File: config.mk
export PLATFORM = sky130hd
export DESIGN_NAME = idma_ibuffer_pingpong_ctrl
export DESIGN_NICKNAME = d
export VERILOG_FILES = /design/src/rtl/idma_inoc_pkg.sv /design/src/rtl/idma_ibuffer_bank_fsm.sv /design/src/rtl/idma_ibuffer_pingpong_ctrl.sv
export SDC_FILE = /design/constraint.sdc
export NUM_CORES = 1
export LEC_CHECK = 0
export CAP_MARGIN = 20
export CORE_MARGIN = 5
export CORE_UTILIZATION = 30
export DETAILED_ROUTE_END_ITERATION = 8
export DONT_BUFFER_PORTS = 1
export GPL_TIMING_DRIVEN = 0
export REMOVE_ABC_BUFFERS = 1
export SETUP_SLACK_MARGIN = 0.1
export SLEW_MARGIN = 40
export SYNTH_ARGS = -nofsm -noshare
export SYNTH_HDL_FRONTEND = slang
export SYNTH_SLANG_ARGS = --single-unit
File: constraint.sdc
create_clock -name clk -period 2.1 [get_ports clk]
set_input_delay 0.63 -clock clk [delete_from_list [all_inputs] [get_ports clk]]
set_output_delay 0.63 -clock clk [all_outputs]
set_load 0.1 [all_outputs]
File: src/rtl/idma_inoc_pkg.sv
// Shared definitions for the input-buffer ping-pong controller.
//   NUM_BANKS    : number of ibuffer banks (ping and pong)
//   bank_state_e : per-bank lifecycle EMPTY -> FILLING -> FULL -> DRAINING -> EMPTY
package idma_inoc_pkg;

  localparam int NUM_BANKS = 2;

  typedef enum logic [1:0] {
    BANK_EMPTY    = 2'd0,
    BANK_FILLING  = 2'd1,
    BANK_FULL     = 2'd2,
    BANK_DRAINING = 2'd3
  } bank_state_e;

endpackage

File: src/rtl/idma_ibuffer_bank_fsm.sv
// State register and transitions for a single ibuffer bank.
// Ports:
//   clk, rst     : clock, synchronous active-high reset
//   clear        : flush; forces EMPTY with priority over every event
//   grant        : bank granted to the DMA writer   (EMPTY    -> FILLING)
//   fill_done    : writer finished this bank        (FILLING  -> FULL)
//   start        : reader begins draining this bank (FULL     -> DRAINING)
//   drain_done   : reader finished this bank        (DRAINING -> EMPTY)
//   state        : registered state (also the debug view of this FSM)
//   state_next   : combinational next state, used by the top to keep
//                  full_cnt registered in step with state
// Events arriving in a state where they do not apply are ignored here;
// the top decides whether such an event is a protocol error.
module idma_ibuffer_bank_fsm
  import idma_inoc_pkg::*;
(
  input  logic       clk,
  input  logic       rst,
  input  logic       clear,
  input  logic       grant,
  input  logic       fill_done,
  input  logic       start,
  input  logic       drain_done,
  output logic [1:0] state,
  output logic [1:0] state_next
);

  bank_state_e cur;
  bank_state_e nxt;

  always_comb begin
    nxt = cur;
    if (clear) begin
      nxt = BANK_EMPTY;
    end else begin
      case (cur)
        BANK_EMPTY:    if (grant)      nxt = BANK_FILLING;
        BANK_FILLING:  if (fill_done)  nxt = BANK_FULL;
        BANK_FULL:     if (start)      nxt = BANK_DRAINING;
        BANK_DRAINING: if (drain_done) nxt = BANK_EMPTY;
      endcase
    end
  end

  always_ff @(posedge clk) begin
    if (rst) begin
      cur <= BANK_EMPTY;
    end else begin
      cur <= nxt;
    end
  end

  assign state      = cur;
  assign state_next = nxt;

endmodule

File: src/rtl/idma_ibuffer_pingpong_ctrl.sv
// Ping-pong controller for a two-bank input buffer. A DMA writer fills one
// bank while a reader drains the other; banks are filled and drained in
// strictly alternating order.
// Ports:
//   clk, rst                : clock, synchronous active-high reset
//   enable                  : allows new grants/starts (in-flight work completes regardless)
//   flush                   : abort; empties both banks, zeroes pointers, pulses and seq_err
//   dma_rd_req              : writer request, level, held until dma_grant
//   dma_write_done          : pulse, the FILLING bank is complete
//   dma_grant               : one-cycle grant pulse
//   dma_bank, dma_base_addr : granted bank and its base word address {bank, zeros}
//   rd_start                : one-cycle drain-start pulse
//   rd_bank, rd_base_addr   : bank being drained and its base word address
//   return_done             : pulse, the DRAINING bank is complete
//   bank_state              : [1:0] bank 0, [3:2] bank 1 (EMPTY/FILLING/FULL/DRAINING)
//   full_cnt                : number of banks currently FULL
//   seq_err                 : sticky; a done pulse arrived with no matching bank busy
//
// Handshake: dma_rd_req is a request level that must stay high until the
// cycle after it is answered by the single-cycle dma_grant pulse. Done
// pulses are single-cycle events with no back-pressure.
module idma_ibuffer_pingpong_ctrl
  import idma_inoc_pkg::*;
#(
  parameter int MEM_AW = 15
) (
  input  logic              clk,
  input  logic              rst,
  input  logic              enable,
  input  logic              flush,
  input  logic              dma_rd_req,
  input  logic              dma_write_done,
  output logic              dma_grant,
  output logic              dma_bank,
  output logic [MEM_AW-1:0] dma_base_addr,
  output logic              rd_start,
  output logic              rd_bank,
  output logic [MEM_AW-1:0] rd_base_addr,
  input  logic              return_done,
  output logic [3:0]        bank_state,
  output logic [1:0]        full_cnt,
  output logic              seq_err
);

  logic [1:0] st      [NUM_BANKS];
  logic [1:0] st_next [NUM_BANKS];

  logic wr_ptr;
  logic rd_ptr;
  logic any_filling;
  logic any_draining;
  logic grant_go;
  logic start_go;
  logic fill_ok;
  logic drain_ok;
  logic [1:0] full_next;

  logic [NUM_BANKS-1:0] bank_grant;
  logic [NUM_BANKS-1:0] bank_fill_done;
  logic [NUM_BANKS-1:0] bank_start;
  logic [NUM_BANKS-1:0] bank_drain_done;

  always_comb begin
    any_filling  = 1'b0;
    any_draining = 1'b0;
    full_next    = 2'd0;
    for (int i = 0; i < NUM_BANKS; i++) begin
      if (st[i] == BANK_FILLING)       any_filling  = 1'b1;
      if (st[i] == BANK_DRAINING)      any_draining = 1'b1;
      if (st_next[i] == BANK_FULL)     full_next    = full_next + 2'd1;
    end
  end

  // Decisions look only at registered state, so a bank that changes state
  // at an edge is considered again one cycle later at the earliest. The
  // dma_grant/rd_start terms stop a second pulse on the cycle right after one.
  assign grant_go = enable & dma_rd_req & ~flush & ~dma_grant & ~any_filling &
                    (st[wr_ptr] == BANK_EMPTY);
  assign start_go = enable & ~flush & ~rd_start & ~any_draining &
                    (st[rd_ptr] == BANK_FULL);

  assign fill_ok  = |bank_fill_done;
  assign drain_ok = |bank_drain_done;

  for (genvar g = 0; g < NUM_BANKS; g++) begin : g_bank
    assign bank_grant[g]      = grant_go & (wr_ptr == 1'(g));
    assign bank_start[g]      = start_go & (rd_ptr == 1'(g));
    // At most one bank can be FILLING (resp. DRAINING), so a done pulse
    // targets whichever bank is in that state.
    assign bank_fill_done[g]  = dma_write_done & (st[g] == BANK_FILLING);
    assign bank_drain_done[g] = return_done    & (st[g] == BANK_DRAINING);

    idma_ibuffer_bank_fsm u_bank_fsm (
      .clk        (clk),
      .rst        (rst),
      .clear      (flush),
      .grant      (bank_grant[g]),
      .fill_done  (bank_fill_done[g]),
      .start      (bank_start[g]),
      .drain_done (bank_drain_done[g]),
      .state      (st[g]),
      .state_next (st_next[g])
    );

    assign bank_state[2*g +: 2] = st[g];
  end

  always_ff @(posedge clk) begin
    if (rst) begin
      wr_ptr    <= 1'b0;
      rd_ptr    <= 1'b0;
      dma_grant <= 1'b0;
      rd_start  <= 1'b0;
      dma_bank  <= 1'b0;
      rd_bank   <= 1'b0;
      full_cnt  <= 2'd0;
      seq_err   <= 1'b0;
    end else if (flush) begin
      // dma_bank/rd_bank keep their last value across a flush
      wr_ptr    <= 1'b0;
      rd_ptr    <= 1'b0;
      dma_grant <= 1'b0;
      rd_start  <= 1'b0;
      full_cnt  <= 2'd0;
      seq_err   <= 1'b0;
    end else begin
      dma_grant <= grant_go;
      rd_start  <= start_go;
      if (grant_go) dma_bank <= wr_ptr;
      if (start_go) rd_bank  <= rd_ptr;
      if (fill_ok)  wr_ptr   <= ~wr_ptr;
      if (drain_ok) rd_ptr   <= ~rd_ptr;
      if ((dma_write_done & ~fill_ok) | (return_done & ~drain_ok)) begin
        seq_err <= 1'b1;
      end
      full_cnt <= full_next;
    end
  end

  assign dma_base_addr = {dma_bank, {(MEM_AW-1){1'b0}}};
  assign rd_base_addr  = {rd_bank,  {(MEM_AW-1){1'b0}}};

endmodule

==> results.sh, run 1 <==
export IMPL_clock_path_buffers=2
export IMPL_die_area_um2=4307
export IMPL_root_buffer="clkbuf_4"
export IMPL_drt_wirelength_per_cell_um=13.47
export IMPL_ir_worst_vdd_mv=0.3049
export IMPL_yosysTopAreaCell="dfxtp_1"
export IMPL_stdcell_count=140
export IMPL_nFillCells=333
export IMPL_cp_data_required_time_ns=2.27
export IMPL_finalNetCount=115
export IMPL_core_area_um2=3003
export IMPL_status="completed"
export IMPL_ys_seq_area_share_pct=28.03
export IMPL_fin_crit_ns=1.919
export IMPL_cts_htree_levels=1
export IMPL_cts_tree="yes"
export IMPL_synth_top_cell_area_share_pct=28.03
export IMPL_synthesis_instances=112
export IMPL_post_synth_cell_area_avg_um2=8.289
export IMPL_track_usage_pct=8.674
export IMPL_timing_slew_headroom_pct=54.45
export IMPL_power_share_switching_pct=50.25
export IMPL_cts_sinks=13
export IMPL_detail_route_drc_violations=0
export IMPL_drt_pass1_iter_count=5
export IMPL_cts_made_buffers=3
export IMPL_synth_top_cells_by_area="dfxtp_1 (28%), buf_4 (24%), nor3_1 (4.3%), nor2_1 (2.8%), o311ai_4 (2.8%)"
export IMPL_dp_final_hpwl_um=1429
export IMPL_holdCritPathClass="in2reg"
export IMPL_floorplan_die_width_um=65.63
export IMPL_synthFlopType="dfxtp_1"
export IMPL_ys_ff_latch=13
export IMPL_critPathMaxFanout=11
export IMPL_end_kind="flop"
export IMPL_max_cap_violations=0
export IMPL_clkTransAtPathRegs_ns=0.08
export IMPL_synth_warnings=0
export IMPL_io_buffers=0
export IMPL_cp_start_kind="flop"
export IMPL_synth_common_cells="buf_4 (30), dfxtp_1 (13), nor3_1 (8)"
export IMPL_grt_overflow=0
export IMPL_drt_iter0_drc=34
export IMPL_vias=670
export IMPL_drive_gt1_share_pct=15.89
export IMPL_number_of_synthesized_flops_with_an_enable_pin=0
export IMPL_worstMarginPinSlew_ns=0.6833
export IMPL_fp_rows=20
export IMPL_post_synth_top_count_cell="buf_4"
export IMPL_initial_utilization_pct=30.92
export IMPL_antenna_left=0
export IMPL_flow_area_growth_from_synthesis_pct=-7.682
export IMPL_ioPinCount=48
export IMPL_post_route_period_util_pct=91.40
export IMPL_sequentialPowerShare_pct=40.1
export IMPL_setup_violations=0
export IMPL_timing_clock_skew_ns=0.002770
export IMPL_place_congestion=0.7985
export IMPL_diodes=0
export IMPL_grt_max_degree=14
export IMPL_slew_viol_final=0
export IMPL_pwr_density_cell_nw_per_um2=771.0
export IMPL_postRouteWirelength_um=1886
export IMPL_combPwrFrac_pct=36.1
export IMPL_worst_endpoint_arrival_ns=2.09
export IMPL_ys_async_sr_fraction_pct=0
export IMPL_clock_power_share_pct=23.8
export IMPL_worst_skew_pair_latency_ns=0.27
export IMPL_grt_first_pass_wirelength_um=2815
export IMPL_synth_cell_types=36
export IMPL_synth_cell_area_um2=928.4
export IMPL_first_global_vias=558
export IMPL_numPlacedInstances=136
export IMPL_grt_setup_unrepaired="false"
export IMPL_critPathKind="reg2reg"
export IMPL_die_h_um=65.63
export IMPL_internal_power_uw=328.7
export IMPL_report_final_hold_viol_count=0
export IMPL_fmax_mhz=521.0
export IMPL_vias_per_cell=4.786
export IMPL_p_total_uw=660.8
export IMPL_leakagePower_uw=0.0003215
export IMPL_switching_power_uw=332.1
export IMPL_antenna_violations_before_repair=0
## power by group through the flow
stage	Sequential [uW]	Combinational, uW	Clock (uW)
3_5_place_dp	273	237	0
4_1_cts	267	237	163
6_report	265	239	157
2_1_floorplan	274	234	0
5_1_grt	265	244	176
3_3_place_gp	275	236	0
## logic make-up after synthesis
kind of cell | share of synthesized area, %
XOR/XNOR | 2.831
other | 0.4039
buffers and inverters | 30.59
AND/OR/NAND/NOR | 17.93
AO/OA/AOI/OAI | 20.22
flip-flops | 28.03
## cell type report
type / count / area (um2) / share of cell area (%)
flip-flops and latches: 13 / 284.0 / 33.14
clock buffers: 4 / 26.28 / 3.066
well taps: 33 / 41.29 / 4.818
inverters: 5 / 18.77 / 2.190
multi-input cells: 85 / 486.7 / 56.79
## what timing repair did
action                                  in CTS  in global routing
hold buffers                                 0                  0
endpoints found under the setup margin       0                  3
setup buffers                                0                  0
hold endpoints to repair                     0                  0
gates resized for setup                      0                  3
## worst paths after layout
path	startpoint	to	slack [ns]	cells after the start
setup / recovery	g_bank[1].u_bank_fsm.state[1]$_SDFF_PP0_	full_cnt[0]$_SDFF_PP0_	0.18	5
hold / removal	rst	dma_bank$_SDFFE_PP0P_	0.40	1
setup reg to reg	g_bank[1].u_bank_fsm.state[1]$_SDFF_PP0_	full_cnt[0]$_SDFF_PP0_	0.18	5
hold reg to reg	wr_ptr$_SDFFE_PP0P_	dma_bank$_SDFFE_PP0P_	0.51	2
## worst max-delay path: stages, from the launching register on
cell and delay (ns):
dfxtp_2 0.54, a22o_1 0.34, or3_4 0.42, o311ai_4 0.30, xnor2_1 0.17, nor3_2 0.05
## placed cells by master, fill, tap and decap left out, types with 2 or more instances in the layout
cell       instances
a21oi_1            4
a211oi_1           2
clkbuf_4           3
dfxtp_1            2
nand2b_1           4
o21ai_0            2
a2bb2oi_1          2
dfxtp_4            4
nor2_1             7
dfxtp_2            7
inv_1              5
conb_1            28
nand2_1            6
nor3_1             8
xnor2_1            2
## sequential cells by signal (all words and copies together) (netlist names)
| name | cells |
|---|---|
| g_bank.u_bank_fsm.state | 4 |
| full_cnt | 2 |
| dma_bank | 1 |
| dma_grant | 1 |
| rd_bank | 1 |
| rd_ptr | 1 |
| rd_start | 1 |
| seq_err | 1 |
| wr_ptr | 1 |
## per-stage QoR
stage / TNS [ns] / setup WS [ns] / hold WS, ns / area [um2] / utilization, %
floorplan: -0.4897 / -0.1159 / 0.4702 / 764.5 / -
global placement: -1.214 / -0.1959 / 0.4898 / 805.8 / 26.83
detailed placement: 0 / 0.1543 / 0.5009 / 824.5 / 27.46
CTS: 0 / 0.1401 / 0.3928 / 850.8 / 28.33
global route: 0 / 0.1087 / 0.3802 / 857.1 / 28.54
finish: 0 / 0.1807 / 0.4035 / 857.1 / 28.54
## metal layers
layer,GRT usage [%],vias up,share of wire [%]
met5,0,-,0
met4,2.332,0,0.53
met3,5.470,2,13
met2,13.14,33,47
met1,10.09,316,40
li1,-,319,-
Note: power is estimated with default switching activity, not from simulation.
==> run 2, diff against run 1 <==
CAP_MARGIN = 40   (was 20)
==> results of run 2 <==
No change in the layout: final DEF, timing and power equal those of run 1.
